**config.mk**
```make
export PLATFORM = sky130hd
export DESIGN_NAME = ivs_scan_ctrl_flat
export DESIGN_NICKNAME = d
export VERILOG_FILES = /design/src/rtl/ivs_scan_ctrl_if.sv /design/src/rtl/ivs_scan_ctrl.sv /design/src/flat_wrapper.sv
export SDC_FILE = /design/constraint.sdc
export NUM_CORES = 1
export LEC_CHECK = 0
export ABC_AREA = 1
export CORE_AREA = 3 3 144 146
export CTS_CLUSTER_SIZE = 40
export DETAILED_ROUTE_END_ITERATION = 8
export DIE_AREA = 0 0 147 149
export GPL_TIMING_DRIVEN = 0
export PLACE_DENSITY_LB_ADDON = 0.08
export SLEW_MARGIN = 10
export SYNTH_ARGS = -nofsm -noshare
export SYNTH_HDL_FRONTEND = slang
export SYNTH_SLANG_ARGS = --single-unit
```
**constraint.sdc**
```tcl
create_clock -name hclk -period 3.9 [get_ports hclk]
set_input_delay 0.39 -clock hclk [delete_from_list [all_inputs] [get_ports hclk]]
set_output_delay 0.39 -clock hclk [all_outputs]
set_load 0.01 [all_outputs]
```
**src/rtl/ivs_scan_ctrl_if.sv**
```systemverilog
// Bundle between the IVS AHB slave, the scan sequencer and the pixel datapath.
// master: the sequencer view (consumes control/config, drives the coordinate stream and status).
// slave:  the environment view (drives control/config and ready, observes the stream).
interface ivs_scan_ctrl_if #(
    parameter int unsigned XW = 12,
    parameter int unsigned YW = 12,
    parameter int unsigned FW = 16
);
    logic          sw_rst;
    logic [31:0]   glb_ctrl;
    logic [31:0]   cfg_par0;
    logic [31:0]   cfg_par1;
    logic          pix_rdy;
    logic          pix_vld;
    logic [XW-1:0] pix_x;
    logic [YW-1:0] pix_y;
    logic          pix_sof;
    logic          pix_eol;
    logic          pix_eof;
    logic          busy;
    logic          done;
    logic          cfg_err;
    logic [FW-1:0] frm_cnt;
    logic [31:0]   stall_cnt;

    modport master (
        input  sw_rst, glb_ctrl, cfg_par0, cfg_par1, pix_rdy,
        output pix_vld, pix_x, pix_y, pix_sof, pix_eol, pix_eof,
        output busy, done, cfg_err, frm_cnt, stall_cnt
    );

    modport slave (
        output sw_rst, glb_ctrl, cfg_par0, cfg_par1, pix_rdy,
        input  pix_vld, pix_x, pix_y, pix_sof, pix_eol, pix_eof,
        input  busy, done, cfg_err, frm_cnt, stall_cnt
    );
endinterface

```
**src/rtl/ivs_scan_ctrl.sv**
```systemverilog
// Frame scan sequencer: walks a W x H raster on a valid/ready stream with an optional
// idle gap after each line, and reports busy/done/cfg_err plus a completed-frame count.
// Optional feature: define IVS_SCAN_STALL_CNT_EN to build the saturating stall counter;
// otherwise stall_cnt is tied to zero.
// The interface instance must use the same XW/YW/FW as this module.
module ivs_scan_ctrl #(
    parameter int unsigned XW = 12,
    parameter int unsigned YW = 12,
    parameter int unsigned GW = 16,
    parameter int unsigned FW = 16
) (
    input logic               hclk,
    input logic               hrst,
    ivs_scan_ctrl_if.master   bus
);

    typedef enum logic [2:0] {StIdle, StLoad, StRun, StGap, StDone} state_e;

    state_e        state_q, state_d;
    logic          glb0_q;
    logic [XW-1:0] w_q, w_d, x_q, x_d;
    logic [YW-1:0] h_q, h_d, y_q, y_d;
    logic [GW-1:0] g_q, g_d, gap_q, gap_d;
    logic [FW-1:0] frm_q, frm_d;
    logic          err_q, err_d;

    logic          start_p, cont, abort, vld, last_x, last_y;
    logic [XW-1:0] cfg_w;
    logic [YW-1:0] cfg_h;
    logic [GW-1:0] cfg_g;

    assign start_p = bus.glb_ctrl[0] & ~glb0_q;
    assign cont    = bus.glb_ctrl[1];
    assign abort   = bus.glb_ctrl[2];
    assign cfg_w   = bus.cfg_par0[XW-1:0];
    assign cfg_h   = bus.cfg_par0[16+YW-1:16];
    assign cfg_g   = bus.cfg_par1[GW-1:0];

    logic unused_bits;
    assign unused_bits = ^{bus.glb_ctrl[31:3], bus.cfg_par0[31:16+YW], bus.cfg_par0[15:XW],
                           bus.cfg_par1[31:GW]};

    assign vld    = (state_q == StRun);
    assign last_x = (x_q == w_q - XW'(1));
    assign last_y = (y_q == h_q - YW'(1));

    // State, shadow config, coordinates and counters; sw_rst acts like hrst one edge later.
    always_ff @(posedge hclk or posedge hrst) begin
        if (hrst) begin
            state_q <= StIdle;
            glb0_q  <= 1'b0;
            w_q     <= '0;
            h_q     <= '0;
            g_q     <= '0;
            x_q     <= '0;
            y_q     <= '0;
            gap_q   <= '0;
            frm_q   <= '0;
            err_q   <= 1'b0;
        end else if (bus.sw_rst) begin
            state_q <= StIdle;
            glb0_q  <= 1'b0;
            w_q     <= '0;
            h_q     <= '0;
            g_q     <= '0;
            x_q     <= '0;
            y_q     <= '0;
            gap_q   <= '0;
            frm_q   <= '0;
            err_q   <= 1'b0;
        end else begin
            state_q <= state_d;
            glb0_q  <= bus.glb_ctrl[0];
            w_q     <= w_d;
            h_q     <= h_d;
            g_q     <= g_d;
            x_q     <= x_d;
            y_q     <= y_d;
            gap_q   <= gap_d;
            frm_q   <= frm_d;
            err_q   <= err_d;
        end
    end

    // Next-state: raster walk, line gap, frame chaining and abort handling.
    always_comb begin
        state_d = state_q;
        w_d     = w_q;
        h_d     = h_q;
        g_d     = g_q;
        x_d     = x_q;
        y_d     = y_q;
        gap_d   = gap_q;
        frm_d   = frm_q;
        err_d   = 1'b0;
        case (state_q)
            StIdle: begin
                if (start_p && !abort) state_d = StLoad;
            end
            StLoad: begin
                if (abort) begin
                    state_d = StIdle;
                end else begin
                    w_d = cfg_w;
                    h_d = cfg_h;
                    g_d = cfg_g;
                    x_d = '0;
                    y_d = '0;
                    if (cfg_w == '0 || cfg_h == '0) begin
                        err_d   = 1'b1;
                        state_d = StIdle;
                    end else begin
                        state_d = StRun;
                    end
                end
            end
            StRun: begin
                // vld is high here, so abort waits for the offered beat to be taken.
                if (bus.pix_rdy) begin
                    if (!last_x) begin
                        x_d = x_q + XW'(1);
                    end else if (!last_y) begin
                        x_d = '0;
                        y_d = y_q + YW'(1);
                        if (g_q != '0) begin
                            gap_d   = '0;
                            state_d = StGap;
                        end
                    end else begin
                        frm_d   = frm_q + FW'(1);
                        state_d = cont ? StLoad : StDone;
                    end
                    if (abort) state_d = StIdle;
                end
            end
            StGap: begin
                if (abort) begin
                    state_d = StIdle;
                end else if (gap_q == g_q - GW'(1)) begin
                    state_d = StRun;
                end else begin
                    gap_d = gap_q + GW'(1);
                end
            end
            StDone: begin
                state_d = StIdle;
            end
            default: begin
                state_d = StIdle;
            end
        endcase
    end

    assign bus.pix_vld = vld;
    assign bus.pix_x   = x_q;
    assign bus.pix_y   = y_q;
    assign bus.pix_sof = vld & (x_q == '0) & (y_q == '0);
    assign bus.pix_eol = vld & last_x;
    assign bus.pix_eof = vld & last_x & last_y;
    assign bus.busy    = (state_q != StIdle);
    assign bus.done    = (state_q == StDone);
    assign bus.cfg_err = err_q;
    assign bus.frm_cnt = frm_q;

`ifdef IVS_SCAN_STALL_CNT_EN
    logic [31:0] stall_q;

    // Saturating count of cycles where a beat is offered but not taken; cleared per LOAD.
    always_ff @(posedge hclk or posedge hrst) begin
        if (hrst) begin
            stall_q <= '0;
        end else if (bus.sw_rst || state_q == StLoad) begin
            stall_q <= '0;
        end else if (vld && !bus.pix_rdy && stall_q != 32'hFFFF_FFFF) begin
            stall_q <= stall_q + 32'd1;
        end
    end

    assign bus.stall_cnt = stall_q;
`else
    assign bus.stall_cnt = '0;
`endif

endmodule
```
**src/flat_wrapper.sv**
```systemverilog
// flat-port wrapper written by rule: the top's interface ports become plain ports
module ivs_scan_ctrl_flat 
#(
    parameter int unsigned XW = 12,
    parameter int unsigned YW = 12,
    parameter int unsigned GW = 16,
    parameter int unsigned FW = 16
)
  (hclk, hrst, bus_sw_rst, bus_glb_ctrl, bus_cfg_par0, bus_cfg_par1, bus_pix_rdy, bus_pix_vld, bus_pix_x, bus_pix_y, bus_pix_sof, bus_pix_eol, bus_pix_eof, bus_busy, bus_done, bus_cfg_err, bus_frm_cnt, bus_stall_cnt);
  ivs_scan_ctrl_if #(.XW(XW), .YW(YW), .FW(FW)) bus_i ();
  input logic hclk;
  input logic hrst;
  input wire logic [$bits(bus_i.sw_rst)-1:0] bus_sw_rst;
  input wire logic [$bits(bus_i.glb_ctrl)-1:0] bus_glb_ctrl;
  input wire logic [$bits(bus_i.cfg_par0)-1:0] bus_cfg_par0;
  input wire logic [$bits(bus_i.cfg_par1)-1:0] bus_cfg_par1;
  input wire logic [$bits(bus_i.pix_rdy)-1:0] bus_pix_rdy;
  output wire logic [$bits(bus_i.pix_vld)-1:0] bus_pix_vld;
  output wire logic [$bits(bus_i.pix_x)-1:0] bus_pix_x;
  output wire logic [$bits(bus_i.pix_y)-1:0] bus_pix_y;
  output wire logic [$bits(bus_i.pix_sof)-1:0] bus_pix_sof;
  output wire logic [$bits(bus_i.pix_eol)-1:0] bus_pix_eol;
  output wire logic [$bits(bus_i.pix_eof)-1:0] bus_pix_eof;
  output wire logic [$bits(bus_i.busy)-1:0] bus_busy;
  output wire logic [$bits(bus_i.done)-1:0] bus_done;
  output wire logic [$bits(bus_i.cfg_err)-1:0] bus_cfg_err;
  output wire logic [$bits(bus_i.frm_cnt)-1:0] bus_frm_cnt;
  output wire logic [$bits(bus_i.stall_cnt)-1:0] bus_stall_cnt;
  assign bus_i.sw_rst = bus_sw_rst;
  assign bus_i.glb_ctrl = bus_glb_ctrl;
  assign bus_i.cfg_par0 = bus_cfg_par0;
  assign bus_i.cfg_par1 = bus_cfg_par1;
  assign bus_i.pix_rdy = bus_pix_rdy;
  assign bus_pix_vld = bus_i.pix_vld;
  assign bus_pix_x = bus_i.pix_x;
  assign bus_pix_y = bus_i.pix_y;
  assign bus_pix_sof = bus_i.pix_sof;
  assign bus_pix_eol = bus_i.pix_eol;
  assign bus_pix_eof = bus_i.pix_eof;
  assign bus_busy = bus_i.busy;
  assign bus_done = bus_i.done;
  assign bus_cfg_err = bus_i.cfg_err;
  assign bus_frm_cnt = bus_i.frm_cnt;
  assign bus_stall_cnt = bus_i.stall_cnt;
  ivs_scan_ctrl #(.XW(XW), .YW(YW), .GW(GW), .FW(FW)) u_core (.hclk(hclk), .hrst(hrst), .bus(bus_i));
endmodule
```
==> qor.txt, run 1 <==
Status - complete, no violations
Total power draw - 3420 uW
Instance count of the mapped netlist - 1168
Most frequent cells in the layout - 328 x nand2_1, 131 x nor2_1, 125 x nand3_1, 121 x inv_1, 101 x dfrtp_1
First-pass GRT wire length - 36200 um
CTS tree - done
Post-DP HPWL - 16800 um
Initial Util - 40.0%
Antenna cell count - 0
Synth Flop Type - dfrtp_1
Crit path DAT - 3230 ps
Num rows - 51
Fmax - 276 MHz
# DRC - 0
Length of the first detailed-routing pass in iterations - 5
CTS Hold Bufs - 0
Final Hold Vio Count - 0
Syn Area/Cell - 6.69 um^2
Nets - 1412
RePlAce Congestion - 0.878
Initial antenna violation count - 0
Fin Setup TNS - 0 ps
Area grow syn2layout - 21.4%
Final min period - 3620 ps
Die Ht - 149 um
All-Layer GR Usage - 20.2%
Synth cell types - 44
Worst Reg-to-Reg Cells - 14
Routed Antenna Nets - 0
Max cap viols - 0
Warnings from Yosys - 0
Final setup fails - 0
Reg-to-reg startpoint - u_core.h_q[0]
Clk pin slew, worst setup/hold paths - 70 ps
CTS root buf - clkbuf_16
Final Cycle Share - 92.8%
Htree depth - 3
Pin count of the biggest net entering global routing - 79
Remaining Overflow, GRT - 0
Horiz. Die Dim - 147 um
Slew Limit Fails - 0
Post-CTS sizing - 0
Number of global-route vias before repair - 7242
Fillers - 2092
Cell Area, Synth - 0.00781 mm^2
WL/cell - 13.7 um
Setup repair bufs after CTS - 0
Skew-Pair Late Insertion Delay - 350 ps
Die area - 0.0219 mm^2
Worst R2R End - u_core.bus.pix_x[8]
Max-slew headroom - 36.5%
Pleak - 0.00447 uW
Slew @ Worst Pin - 942 ps
Worst min-delay path class - primary input to async pin
Critical Path Start Type - flop
Layout cell share with drive strength beyond 1 - 8.19%
I/O pin count - 179
Power per cell area - 361 mW/mm^2
Clock buffer count from CTS - 9
Clk buf depth - 2
Final WL - 21600 um
CP endpoint kind - output pin
Synthesis-stage register bit count - 101
R2R Setup Slk - 1210 ps
Worst EP required - 3510 ps
Most common cell after layout, fill and taps aside - nand2_1
Worst Setup Path Type - flop to output pin
RSZ-0062 raised after global routing - no
Async SR Flop Fraction - 100%
Core ar. - 0.0195 mm^2
Vias per cell - 4.83
Register area share after synthesis - 32.3%
Post-synth EDFFs - 0
Iter 0 DRT Violations - 390
# port buffers - 91
Crit path max fanout - 6
Worst Skew - 8.08 ps
CTS Sinks - 101
Routed vias - 7589
VDD IR max - 0.000230 V
where the power goes:
part / leakage, uW / switching [uW] / internal [uW]
logic: 0.00294 / 887 / 486
registers: 0.00140 / 70.5 / 1110
clock network: 0.000129 / 418 / 455
final cells by class:
cell class	count	area, um^2	area share [%]
tap	265	332	3.50
clock inverter	4	32.5	0.343
clock buffer	12	246	2.60
sequential	101	2530	26.6
buffer	72	440	4.64
timing repair buffer	92	938	9.89
inverter	133	504	5.32
multi-input combinational	893	4460	47.1
per-stage QoR:
stage / cell area [um^2] / worst slack [ps] / hold slack, ps / utilization [%] / instances
6_report: 9490 / 279 / 347 / 48.6 / 1572
5_1_grt: 9490 / 20.2 / 369 / 48.6 / 1572
4_1_cts: 9490 / 247 / 349 / 48.6 / 1572
2_1_floorplan: 7930 / 863 / 504 / - / 1199
3_5_place_dp: 9210 / 654 / 521 / 47.1 / 1556
3_3_place_gp: 9170 / -914 / 509 / 47.0 / 1555
synth_stat cells, types with 2 or more instances:
master,count,area [um^2]
a21oi_1,5,25.0
buf_2,7,35.0
buf_4,35,263
buf_6,4,45.0
clkbuf_1,25,93.8
dfrtp_1,101,2530
ha_1,10,125
inv_1,122,458
inv_2,10,37.5
nand2_1,328,1230
nand2_2,6,37.5
nand2_4,2,22.5
nand3_1,125,626
nand3_2,3,30.0
nand3b_1,17,128
nand4_1,37,231
nor2_1,131,492
nor2_2,6,37.5
nor2_4,6,67.6
nor3_1,22,110
nor4_1,17,106
o21ai_0,52,260
o21ai_1,17,85.1
o21ai_4,3,48.8
xnor2_1,20,175
xor2_1,38,333
xor2_2,2,32.5
sequential cells by signal, summed over array words and instances (netlist names):
register / cells
u_core.bus.cfg_err: 1
u_core.bus.frm_cnt: 16
u_core.bus.pix_x: 12
u_core.bus.pix_y: 12
u_core.g_q: 16
u_core.gap_q: 16
u_core.glb0_q: 1
u_core.h_q: 12
u_core.state_q: 3
u_core.w_q: 12
how the worst max path moves through the flow:
stage | to | cells after the start | slack [ps] | startpoint
after global routing | bus_pix_eof | 12 | 20 | u_core.h_q[0]
final | bus_pix_eof | 12 | 280 | u_core.h_q[0]
after CTS | bus_pix_eof | 12 | 250 | u_core.h_q[0]
after global placement | u_core.w_q[7] | 2 | -910 | hrst
after detailed placement | bus_pix_eof | 12 | 650 | u_core.h_q[0]
after floorplan | u_core.bus.cfg_err | 1 | 860 | hrst
worst max-delay path, stage by stage, from the launching register on:
cell and delay [ps]:
dfrtp_1 370, inv_1 120, ha_1 210, nand2_1 130, nor2_1 170, nand2_1 100
or2_0 200, nand2_1 110, nand2_1 70, nor2_1 80, nand3_1 300, nor3_1 390
clkdlybuf4s50_1 610
per-layer routing:
layer  track usage, %  routed length, um  vias to the layer above  share of wire, %
li1                 -                  -                     3953                 -
met2             33.9              10300                      148                48
met5                0                  0                        -                 0
met3             3.49                785                       24               3.6
met4             5.08                380                        0               1.8
met1             27.4              10100                     3464                47
kinds of logic (layout without fill, tap and decap cells):
family,count (synthesis),in the layout,synth area share (%)
buf+inv,205,313,12.0
compound gates,84,84,6.12
other cells,1,32,0.0480
fa+ha+maj,10,10,1.60
simple gates,706,706,40.7
flops,101,101,32.3
xor+xnor,61,61,7.12
No activity file was read; power rests on OpenSTA's default activity.
==> run 2, diff against run 1 <==
SKIP_CTS_REPAIR_TIMING = 1   (was not set)
SLEW_MARGIN = 25   (was 10)
==> qor.txt, run 2 (synthesis results as in run 1) <==
Nets - 1412
Clock power share - 28.6%
VDD IR max - 0.000261 V
I/O pin count - 179
RSZ-0062 raised after global routing - no
Worst Setup Path Type - flop to output pin
Final setup fails - 0
Final WL - 21700 um
Global Route met1 Usage - 27.4%
Die Ht - 149 um
Horiz. Die Dim - 147 um
Slew Limit Fails - 0
Worst Skew - 8.29 ps
Worst R2R End - u_core.bus.pix_x[8]
Final Cycle Share - 91.0%
Clock buffer count from CTS - 9
Sw frac - 38.6%
CTS root buf - clkbuf_16
R2R Setup Slk - 1170 ps
Clk pin slew, worst setup/hold paths - 70 ps
Met3 Track Usage GR - 2.92%
CTS Sinks - 101
Pint - 2190 uW
Power per cell area - 374 mW/mm^2
All-Layer GR Usage - 20.3%
Crit path DAT - 3160 ps
RePlAce Congestion - 0.878
Seq pwr share - 33.0%
Logic pwr share - 38.5%
Core ar. - 0.0195 mm^2
Routed Antenna Nets - 0
Area grow syn2layout - 22.1%
First-pass GRT wire length - 36400 um
WL/cell - 13.8 um
Crit path max fanout - 6
Pin count of the biggest net entering global routing - 68
Worst Reg-to-Reg Cells - 14
Slew @ Worst Pin - 1000 ps
CP endpoint kind - output pin
Critical Path Start Type - flop
Fmax - 282 MHz
Routed vias - 7559
Die area - 0.0219 mm^2
Pleak - 0.00450 uW
Max cap viols - 0
Met2 Use GR - 34.3%
# port buffers - 91
Clk buf depth - 2
Num rows - 51
# DRC - 0
Max-slew headroom - 32.5%
Iter 0 DRT Violations - 407
Htree depth - 3
Initial antenna violation count - 0
Final Hold Vio Count - 0
Length of the first detailed-routing pass in iterations - 5
Most common cell after layout, fill and taps aside - nand2_1
Most frequent cells in the layout - 328 x nand2_1, 131 x nor2_1, 125 x nand3_1, 121 x inv_1, 101 x dfrtp_1
Worst min-delay path class - primary input to async pin
Layout cell share with drive strength beyond 1 - 8.34%
Status - complete, no violations
Vias per cell - 4.81
Post-DP HPWL - 16800 um
Worst EP required - 3510 ps
Remaining Overflow, GRT - 0
Initial Util - 40.0%
Reg-to-reg startpoint - u_core.h_q[0]
Final min period - 3550 ps
Total power draw - 3570 uW
CTS tree - done
Total net switching power - 1380 uW
Number of global-route vias before repair - 7316
Skew-Pair Late Insertion Delay - 350 ps
Final Hold Slack - 390 ps
Antenna cell count - 0
Busiest layer in global routing - met2
-- run 2: worst max-delay path, cell delays in order, from the launching register on --
cell and delay (ps):
dfrtp_1 370, inv_1 120, ha_1 210, nand2_1 130, nor2_1 180, nand2_1 100, or2_0 200, nand2_1 110
nand2_1 70, nor2_1 80, nand3_1 320, nor3_2 330, clkdlybuf4s50_1 590
-- run 2: per-stage QoR --
| step | util, % | std cells | instance area [um^2] | setup TNS, ps | setup WS, ps |
|---|---|---|---|---|---|
| 3_3_place_gp | 47.0 | 1555 | 9170 | -91230 | -914 |
| 4_1_cts | 48.9 | 1572 | 9540 | 0 | 242 |
| 3_5_place_dp | 47.1 | 1556 | 9210 | 0 | 642 |
| 2_1_floorplan | - | 1199 | 7930 | 0 | 863 |
| 5_1_grt | 48.9 | 1572 | 9550 | 0 | 92.5 |
| 6_report | 48.9 | 1572 | 9550 | 0 | 351 |
-- run 2: power by group through the flow --
stage | Clock [uW] | Sequential (uW) | Combinational, uW
after CTS | 1050 | 1180 | 1380
after global placement | 0 | 1200 | 1360
after detailed placement | 0 | 1200 | 1370
after global routing | 1080 | 1190 | 1590
after floorplan | 0 | 1180 | 1030
final | 1020 | 1180 | 1370
-- run 2: worst max-delay path by stage --
| stage | from | cells after the start | end | slack, ps |
|---|---|---|---|---|
| global placement | hrst | 2 | u_core.w_q[7] | -910 |
| global route | u_core.h_q[0] | 12 | bus_pix_eof | 90 |
| floorplan | hrst | 1 | u_core.bus.cfg_err | 860 |
| finish | u_core.h_q[0] | 12 | bus_pix_eof | 350 |
| detailed placement | u_core.h_q[0] | 12 | bus_pix_eof | 640 |
| CTS | u_core.h_q[0] | 12 | bus_pix_eof | 240 |
-- run 2: area by class of cell --
cell class	instances	area (um^2)
Clock inverter	4	77.6
Fill cell	2070	9980
Inverter	133	504
Clock buffer	12	256
Buffer	72	440
Multi-Input combinational cell	893	4470
Tap cell	265	332
Timing Repair Buffer	92	938
Sequential cell	101	2530
-- run 2: routing by layer --
metal / part of all wire [%] / vias to the layer above / wire, um
li1: - / 3947 / -
met1: 47 / 3427 / 10100
met2: 48 / 162 / 10400
met3: 3.7 / 23 / 804
met4: 1.7 / 0 / 364
met5: 0 / - / 0
